$ cat config.mk
export PLATFORM = sky130hd
export DESIGN_NAME = csr_decoder
export DESIGN_NICKNAME = d
export VERILOG_FILES = /design/src/rtl/csr_pkg.sv /design/src/rtl/csr_entry_slot.sv /design/src/rtl/csr_decoder.sv
export SDC_FILE = /design/constraint.sdc
export NUM_CORES = 1
export LEC_CHECK = 0
export BUFFER_PORTS_ARGS = -buffer_cell sky130_fd_sc_hd__clkbuf_2
export CAP_MARGIN = 20
export CORE_MARGIN = 2
export CORE_UTILIZATION = 40
export CTS_BUF_LIST = sky130_fd_sc_hd__clkbuf_8
export DETAILED_ROUTE_END_ITERATION = 7
export GPL_ROUTABILITY_DRIVEN = 1
export SLEW_MARGIN = 10
export SYNTH_ARGS = -nofsm -noshare
export SYNTH_HDL_FRONTEND = slang
export SYNTH_SLANG_ARGS = --single-unit
$ cat constraint.sdc
create_clock -name clk -period 6.95 [get_ports clk]
set_input_delay 0.3475 -clock clk [delete_from_list [all_inputs] [get_ports clk]]
set_output_delay 0.3475 -clock clk [all_outputs]
set_load 0.01 [all_outputs]
$ cat src/rtl/csr_pkg.sv
// Shared CSR codec definitions: FSM states and default
// geometry used by both the encoder and decoder stages.
package csr_pkg;

  localparam int IMAGE_SIZE         = 28;
  localparam int WORD_LENGTH        = 8;
  localparam int COL_LENGTH         = 8;
  localparam int DOUBLE_WORD_LENGTH = 16;

  typedef enum logic [1:0] {
    IDLE   = 2'd0,
    STREAM = 2'd1,
    DONE   = 2'd2
  } state_t;

endpackage

$ cat src/rtl/csr_entry_slot.sv
// One-deep CSR entry buffer: turns (col,row) into a raster
// position and drops entries that are out of range or order.
module csr_entry_slot
  import csr_pkg::*;
#(
  parameter int col_length         = COL_LENGTH,
  parameter int word_length        = WORD_LENGTH,
  parameter int double_word_length = DOUBLE_WORD_LENGTH,
  parameter int image_size         = IMAGE_SIZE
) (
  input  logic                          clk,
  input  logic                          rst_n,
  input  logic                          clear,
  input  logic                          load,
  input  logic                          take,
  input  logic [word_length-1:0]        value,
  input  logic [col_length-1:0]         col,
  input  logic [col_length-1:0]         row,
  input  logic [double_word_length-1:0] pos,
  output logic                          buf_valid,
  output logic [double_word_length-1:0] buf_pos,
  output logic [word_length-1:0]        buf_value,
  output logic                          drop
);

  localparam logic [col_length-1:0] LIM =
    col_length'(image_size);
  localparam logic [double_word_length-1:0] IMG =
    double_word_length'(image_size);

  logic [double_word_length-1:0] epos;
  logic                          bad;

  assign epos = double_word_length'(row) * IMG
              + double_word_length'(col);

  // Anything behind the raster cursor can no longer be emitted.
  assign bad  = (col >= LIM) || (row >= LIM) || (epos < pos);
  assign drop = load && bad;

  always_ff @(posedge clk or negedge rst_n) begin
    if (!rst_n) begin
      buf_valid <= 1'b0;
      buf_pos   <= '0;
      buf_value <= '0;
    end else if (clear) begin
      buf_valid <= 1'b0;
      buf_pos   <= '0;
      buf_value <= '0;
    end else if (load && !bad) begin
      buf_valid <= 1'b1;
      buf_pos   <= epos;
      buf_value <= value;
    end else if (take) begin
      buf_valid <= 1'b0;
    end
  end

endmodule

$ cat src/rtl/csr_decoder.sv
// CSR to dense raster expander: replays buffered nonzero
// entries into a zero-filled image_size x image_size stream.
module csr_decoder
  import csr_pkg::*;
#(
  parameter int col_length         = COL_LENGTH,
  parameter int word_length        = WORD_LENGTH,
  parameter int double_word_length = DOUBLE_WORD_LENGTH,
  parameter int image_size         = IMAGE_SIZE
) (
  input  logic                          clk,
  input  logic                          rst_n,
  input  logic                          start,
  input  logic [double_word_length-1:0] nnz,
  input  logic                          in_valid,
  output logic                          in_ready,
  input  logic [word_length-1:0]        in_value,
  input  logic [col_length-1:0]         in_col,
  input  logic [col_length-1:0]         in_row,
  output logic                          out_valid,
  input  logic                          out_ready,
  output logic [word_length-1:0]        data_out,
  output logic                          out_last,
  output logic                          done,
  output logic                          err,
  output logic                          busy
);

  localparam int DW = double_word_length;
  localparam logic [DW-1:0] LAST =
    DW'(image_size * image_size - 1);
  localparam logic [DW-1:0] ONE = DW'(1);

  state_t                 state;
  logic [DW-1:0]          pos;
  logic [DW-1:0]          remaining;
  logic                   err_q;
  logic                   streaming;
  logic                   accept;
  logic                   fire;
  logic                   hit;
  logic                   take;
  logic                   slot_clear;
  logic                   buf_valid;
  logic                   drop;
  logic [DW-1:0]          buf_pos;
  logic [word_length-1:0] buf_value;

  assign streaming  = (state == STREAM);
  assign in_ready   = streaming && !buf_valid
                   && (remaining != '0);
  // With entries still owed, wait for the next one so
  // zeros are never emitted past a pending nonzero.
  assign out_valid  = streaming
                   && (buf_valid || remaining == '0);
  assign hit        = buf_valid && (buf_pos == pos);
  assign data_out   = (out_valid && hit) ? buf_value : '0;
  assign out_last   = out_valid && (pos == LAST);
  assign fire       = out_valid && out_ready;
  assign take       = fire && hit;
  assign accept     = in_valid && in_ready;
  assign slot_clear = (state == IDLE) && start;
  assign busy       = (state != IDLE);
  assign done       = (state == DONE);
  assign err        = err_q;

  csr_entry_slot #(
    .col_length        (col_length),
    .word_length       (word_length),
    .double_word_length(double_word_length),
    .image_size        (image_size)
  ) u_slot (
    .clk      (clk),
    .rst_n    (rst_n),
    .clear    (slot_clear),
    .load     (accept),
    .take     (take),
    .value    (in_value),
    .col      (in_col),
    .row      (in_row),
    .pos      (pos),
    .buf_valid(buf_valid),
    .buf_pos  (buf_pos),
    .buf_value(buf_value),
    .drop     (drop)
  );

  always_ff @(posedge clk or negedge rst_n) begin
    if (!rst_n) begin
      state     <= IDLE;
      pos       <= '0;
      remaining <= '0;
      err_q     <= 1'b0;
    end else begin
      unique case (state)
        IDLE: begin
          if (start) begin
            state     <= STREAM;
            remaining <= nnz;
            pos       <= '0;
            err_q     <= 1'b0;
          end
        end
        STREAM: begin
          if (accept) remaining <= remaining - ONE;
          if (drop) err_q <= 1'b1;
          if (fire) begin
            pos <= pos + ONE;
            if (out_last) begin
              state <= DONE;
              if (remaining != '0) err_q <= 1'b1;
            end
          end
        end
        DONE:    state <= IDLE;
        default: state <= IDLE;
      endcase
    end
  end

endmodule
==> run summary, run 1 <==
outcome -> completed
Critical Path AT -> 5400 ps
Final Slew Violations -> 0
final critical-path required period -> 5170 ps
Die H -> 110 um
Yosys Warn Count -> 0
FFs w/ async S/R, synth -> 1.00
drt total wl -> 10.1 mm
FP Rows -> 38
Power Dens Cells -> 260 nW/um^2
max cap viols -> 0
Die Footprint -> 12100 sq um
first-pass GRT wire length -> 17.0 mm
Worst-Margin Slew -> 919 ps
vias in the first global route -> 3567
Pre-antenna DRT Iters -> 4
list of most frequent post-synthesis cells -> 58 x dfrtp_1, 51 x nor2_1, 44 x inv_1, 36 x ha_1, 32 x nand2_1
Main synth FF type -> dfrtp_1
post-CTS setup buffers -> 0
n_diodes -> 0
dpl hpwl -> 7.58 mm
complex-gate fraction of the synthesized area -> 0.136
top-area cell type share of the netlist area -> 0.323
Achievable Freq -> 193 MHz
adder-cell share of the synthesized area -> 0.141
Fin Setup TNS -> 0 ps
Clk pin slew, worst setup/hold paths -> 70 ps
IO Count -> 59
Root Buffer -> clkbuf_8
layout cells sized above 1 -> 0.176
number of synthesized flops with an enable pin -> 0
WS Path Type -> input pin to register
Worst Skew -> 11.3 ps
initial antenna violation count -> 0
number of synthesized register bits -> 58
critical path startpoint -> in_row[0]
Final Net Count -> 649
Synth Area in XOR/XNOR -> 0.0722
Syn Area/Cell -> 8.92 sq um
remaining antenna violation count -> 0
P&R area growth vs syn -> 14.1%
Buf/Inv on CP -> 4
CTS Buf Count -> 9
largest net degree at the start of global routing -> 59
multi-input logic area -> 2790 sq um
fin crit share -> 0.745
core box area -> 10900 sq um
Initial Util -> 0.412
largest family of logic cells by synthesized area -> simple AND/OR/NAND/NOR gates
peak supply drop -> 0.000106 V
FF-to-FF path depth -> 9
min-delay worst type -> input pin to asynchronous set/reset pin
Worst Setup End Kind -> register
grt ovf -> 0
cells taking the most area after synthesis -> dfrtp_1 32%, ha_1 10%, xnor2_1 4.3%, nor2_1 4.3%, fa_1 4.0%
final setup fails -> 0
most frequent cell after synthesis -> dfrtp_1
Skew-Pair Late Insertion Delay -> 340 ps
CTS H-tree depth -> 3
Vias per Instance -> 5.19
unrepaired setup endpoints after global routing -> no
cts hold-fix bufs -> 0
Die X -> 110 um
synthesized instance count -> 503
syn nets -> 593
RD Place Congestion -> 0.892
IO buf count -> 58
slowest CP cell -> fa_1
fillcell total -> 1083
crit-path cells -> clkbuf_2 -> fa_1 -> ha_1 -> inv_1 -> fa_1 -> inv_1 -> ha_1 -> nand2_1 -> o211ai_1 -> a21o_1 -> a21oi_1 -> nor2b_1 -> xor2_1 -> ha_1 -> a211oi_1 -> o21bai_1 -> a21o_1 -> a21oi_1 -> a21o_1 -> or2_1 -> buf_4 -> mux2_2
DRC Markers -> 0
Leak -> 2.52 nW
crit-path max FO -> 14
R2R Setup Slk -> 3910 ps
r2r startpoint -> remaining[0]
Critical Path RT -> 7170 ps
leading area contributor after synthesis -> dfrtp_1
worst rel slew slack -> 0.386
mux cell area share after synthesis -> 0.0519
sequential cell area -> 1450 sq um
CP peak stage delay -> 550 ps
initial drt markers -> 207
post-CTS sizing -> 0
GRT Total Usage -> 0.181
Final Hold Viols -> 0
mapped cell area -> 4490 sq um
via count -> 3657
hold slack -> 149 ps
Synth cell types -> 61
Clock Path Buffers -> 2
CTS tree -> built
sequential share of the synthesized area -> 0.323
Crit path max-delay family -> adder cells
TritonCTS Sinks -> 58
wire length per cell -> 14.3 um
critical path launch point type -> input pin
r2r endpoint -> u_slot.buf_pos[6]
Synth Area in Simple Gates -> 0.222
cells in the final DEF (no fill, tap or decap), drive strengths merged, types with 3 or more instances in the layout:
cell and n:
a211oi 4, a21o 6, a21oi 24, a22oi 4, a31oi 5, a32oi 3
and2 22, and3 4, buf 4, clkbuf 68, clkinv 4, dfrtp 58
fa 9, ha 36, inv 44, mux2 10, mux2i 12, nand2 32
nand2b 5, nand3 13, nand4 7, nor2 51, nor2b 8, nor3 13
nor3b 3, nor4 9, o211ai 3, o21a 4, o21ai 27, o22a 5
or3 6, xnor2 22, xor2 15
stage by stage:
step | std cells | utilization | setup WS (ps) | power (mW) | area [sq um]
floorplan | 503 | - | 2440 | 0.847 | 4490
detailed placement | 688 | 0.450 | 1480 | 0.982 | 4900
global route | 704 | 0.470 | 1510 | 1.44 | 5120
CTS | 704 | 0.470 | 1820 | 1.34 | 5120
global placement | 688 | 0.450 | 1620 | 0.965 | 4900
finish | 704 | 0.470 | 1780 | 1.33 | 5120
area by class of cell:
class	count	share of cell area
repair buffers	62	0.0625
flip-flops and latches	58	0.283
inverters	44	0.0322
well taps	140	0.0342
clock buffers	10	0.0269
multi-input cells	384	0.545
clock inverters	6	0.0156
cell families (layout without fill, tap and decap cells):
logic type / Yosys count / in the layout
and+or+nand+nor: 184 / 184
AOI/OAI and AO/OA: 96 / 96
buffers and inverters: 61 / 122
DFF: 58 / 58
adders and majority gates: 45 / 45
xor gates and xnor gates: 37 / 37
muxes: 22 / 22
per-layer routing:
layer,global-route usage,share of wire,routed length [um],up-vias
li1,-,-,-,1855
met1,0.244,0.49,4910,1713
met2,0.288,0.46,4620,73
met3,0.0296,0.038,380,16
met4,0.0696,0.018,184,0
met5,0,0,0,-
report_power, final:
group / switching (mW) / leakage (nW) / total, mW / internal [mW]
logic: 0.285 / 1.66 / 0.505 / 0.221
clock network: 0.140 / 0.116 / 0.349 / 0.209
registers: 0.0732 / 0.738 / 0.476 / 0.403
total: 0.498 / 2.52 / 1.33 / 0.833
sequential cells by signal, summed over array words and instances (netlist names):
register	flops
u_slot.buf_pos	14
err	1
state	2
u_slot.buf_value	8
u_slot.buf_valid	1
pos	16
remaining	16
worst max-delay path by stage:
stage	cells past startpoint	endpoint	slack, ps
final	22	u_slot.buf_pos[6]	1780
after global routing	22	u_slot.buf_pos[9]	1510
after CTS	22	u_slot.buf_pos[13]	1820
after detailed placement	22	u_slot.buf_pos[13]	1480
after global placement	22	u_slot.buf_pos[9]	1620
after floorplan	22	u_slot.buf_pos[10]	2440
No activity file was read; power rests on OpenSTA's default activity.
==> run 2: changes to the inputs <==
==> constraint.sdc (replaced) <==
create_clock -name clk -period 4.7 [get_ports clk]
set_input_delay 0.235 -clock clk [delete_from_list [all_inputs] [get_ports clk]]
set_output_delay 0.235 -clock clk [all_outputs]
set_load 0.01 [all_outputs]
==> run 2 against run 1 <==
Effect of this change: clock-buffer cell count unchanged; register-to-register slack got worse by 2100 ps; utilization grew 0.40 points; first-iteration DRC count fell by 14%; critical path depth unchanged.
==> run summary, run 2 (synthesis gave the netlist of run 1 again) <==
Worst Setup End Kind -> register
DRC Markers -> 0
Crit path max-delay family -> adder cells
Regs by FF count -> pos x16, remaining x16, u_slot.buf_pos x14
Die X -> 110 um
Fin Setup TNS -> 0 ps
TritonCTS Sinks -> 58
initial drt markers -> 179
GRT Total Usage -> 0.181
Skew-Pair Late Insertion Delay -> 350 ps
peak supply drop -> 0.000179 V
core box area -> 10900 sq um
worst rel slew slack -> 0.384
outcome -> completed
Clk pin slew, worst setup/hold paths -> 70 ps
WS Path Type -> input pin to register
area post-placement -> 4950 sq um
Critical Path RT -> 4930 ps
FP Rows -> 38
RD Place Congestion -> 0.791
via count -> 3731
commonest non-fill, non-tap cells in the layout -> 58 x dfrtp_1, 58 x clkbuf_2, 51 x nor2_1
CTS tree -> built
Die H -> 110 um
dpl hpwl -> 7.83 mm
Pre-antenna DRT Iters -> 4
n_diodes -> 0
Die Footprint -> 12100 sq um
CP peak stage delay -> 540 ps
Critical Path AT -> 4720 ps
hold slack -> 26.8 ps
crit-path cells -> clkbuf_2 -> fa_1 -> ha_1 -> inv_1 -> fa_1 -> inv_1 -> ha_1 -> nand2_1 -> o211ai_1 -> a21o_1 -> a21oi_1 -> nor3b_1 -> xor2_1 -> ha_1 -> o21ai_0 -> o21bai_1 -> a21o_1 -> a21oi_1 -> a21o_1 -> or2_1 -> buf_12 -> mux2_2
post-CTS setup buffers -> 0
initial antenna violation count -> 0
Final Non-Filler Cells -> 706
Final Hold Viols -> 0
Worst-Margin Slew -> 922 ps
CTS Buf Count -> 9
vias in the first global route -> 3609
wire length per cell -> 14.4 um
Vias per Instance -> 5.28
slowest CP cell -> fa_1
IO Count -> 59
Final Net Count -> 653
Power Dens Cells -> 380 nW/um^2
critical path launch point type -> input pin
IO buf count -> 58
CTS H-tree depth -> 3
min-delay worst type -> input pin to asynchronous set/reset pin
first-pass GRT wire length -> 17.0 mm
max cap viols -> 0
P&R area growth vs syn -> 15.1%
Buf/Inv on CP -> 4
final critical-path required period -> 4490 ps
Leak -> 2.54 nW
crit-path max FO -> 11
post-CTS sizing -> 0
final setup fails -> 0
fin area -> 5170 sq um
Worst Skew -> 9.68 ps
Root Buffer -> clkbuf_8
drt total wl -> 10.2 mm
grt ovf -> 0
cts hold-fix bufs -> 0
Initial Util -> 0.412
Final Slew Violations -> 0
Clock Path Buffers -> 2
unrepaired setup endpoints after global routing -> no
Achievable Freq -> 223 MHz
largest net degree at the start of global routing -> 59
Inst Count DP -> 691
fin crit share -> 0.955
Design Power -> 1.96 mW
layout cells sized above 1 -> 0.177
remaining antenna violation count -> 0
## run 2: cell count changes in the layout (fill, tap and decap cells not counted)
cell | before | now
buf_12 | 0 | 2
buf_4 | 4 | 6
clkinv_2 | 4 | 1
inv_1 | 44 | 45
## run 2: worst reg2reg max path, cell delays in order, from the launching register on
cell     delay (ps)
dfrtp_1         390
inv_1           100
ha_1            210
or3b_1          440
nor4b_4         350
nand2_1          90
nand3_1         180
and2_1          690
nor2_1          120
o22a_2          220
## run 2: final timing paths
path                               from                  end  cells past startpoint  slack, ps
setup / recovery              in_row[0]    u_slot.buf_pos[5]                     22        210
hold / removal                    rst_n         remaining[7]                      2         30
max in group asynchronous         rst_n    u_slot.buf_pos[0]                      2       4170
hold reg to reg                     err                  err                      2        500
setup reg to reg           remaining[0]         remaining[8]                      9       1810
min in group clk            in_value[0]  u_slot.buf_value[0]                      3        100
## run 2: metrics by stage
stage | util | worst slack (ps)
finish | 0.474 | 210
global route | 0.474 | 2.71
CTS | 0.474 | 203
detailed placement | 0.455 | -167
global placement | 0.455 | 82.0
floorplan | - | 303
## run 2: where the power goes
part	switching [mW]	internal, mW	leakage, nW
Combinational	0.423	0.333	1.69
Clock	0.198	0.304	0.109
Sequential	0.107	0.596	0.738
Total	0.728	1.23	2.54
## run 2: final cells by class
class / instances / area, sq um
clock inverters: 4 / 68.8
fillers: 1068 / 5720
flip-flops and latches: 58 / 1450
repair buffers: 66 / 375
inverters: 44 / 165
multi-input cells: 384 / 2790
well taps: 140 / 175
clock buffers: 10 / 138
## run 2: per-layer routing
metal / vias to the layer above / global-route usage / share of wire
met1: 1777 / 0.237 / 0.48
met3: 13 / 0.0409 / 0.043
met2: 80 / 0.292 / 0.46
li1: 1861 / - / -
met5: - / 0 / 0
met4: 0 / 0.0615 / 0.014
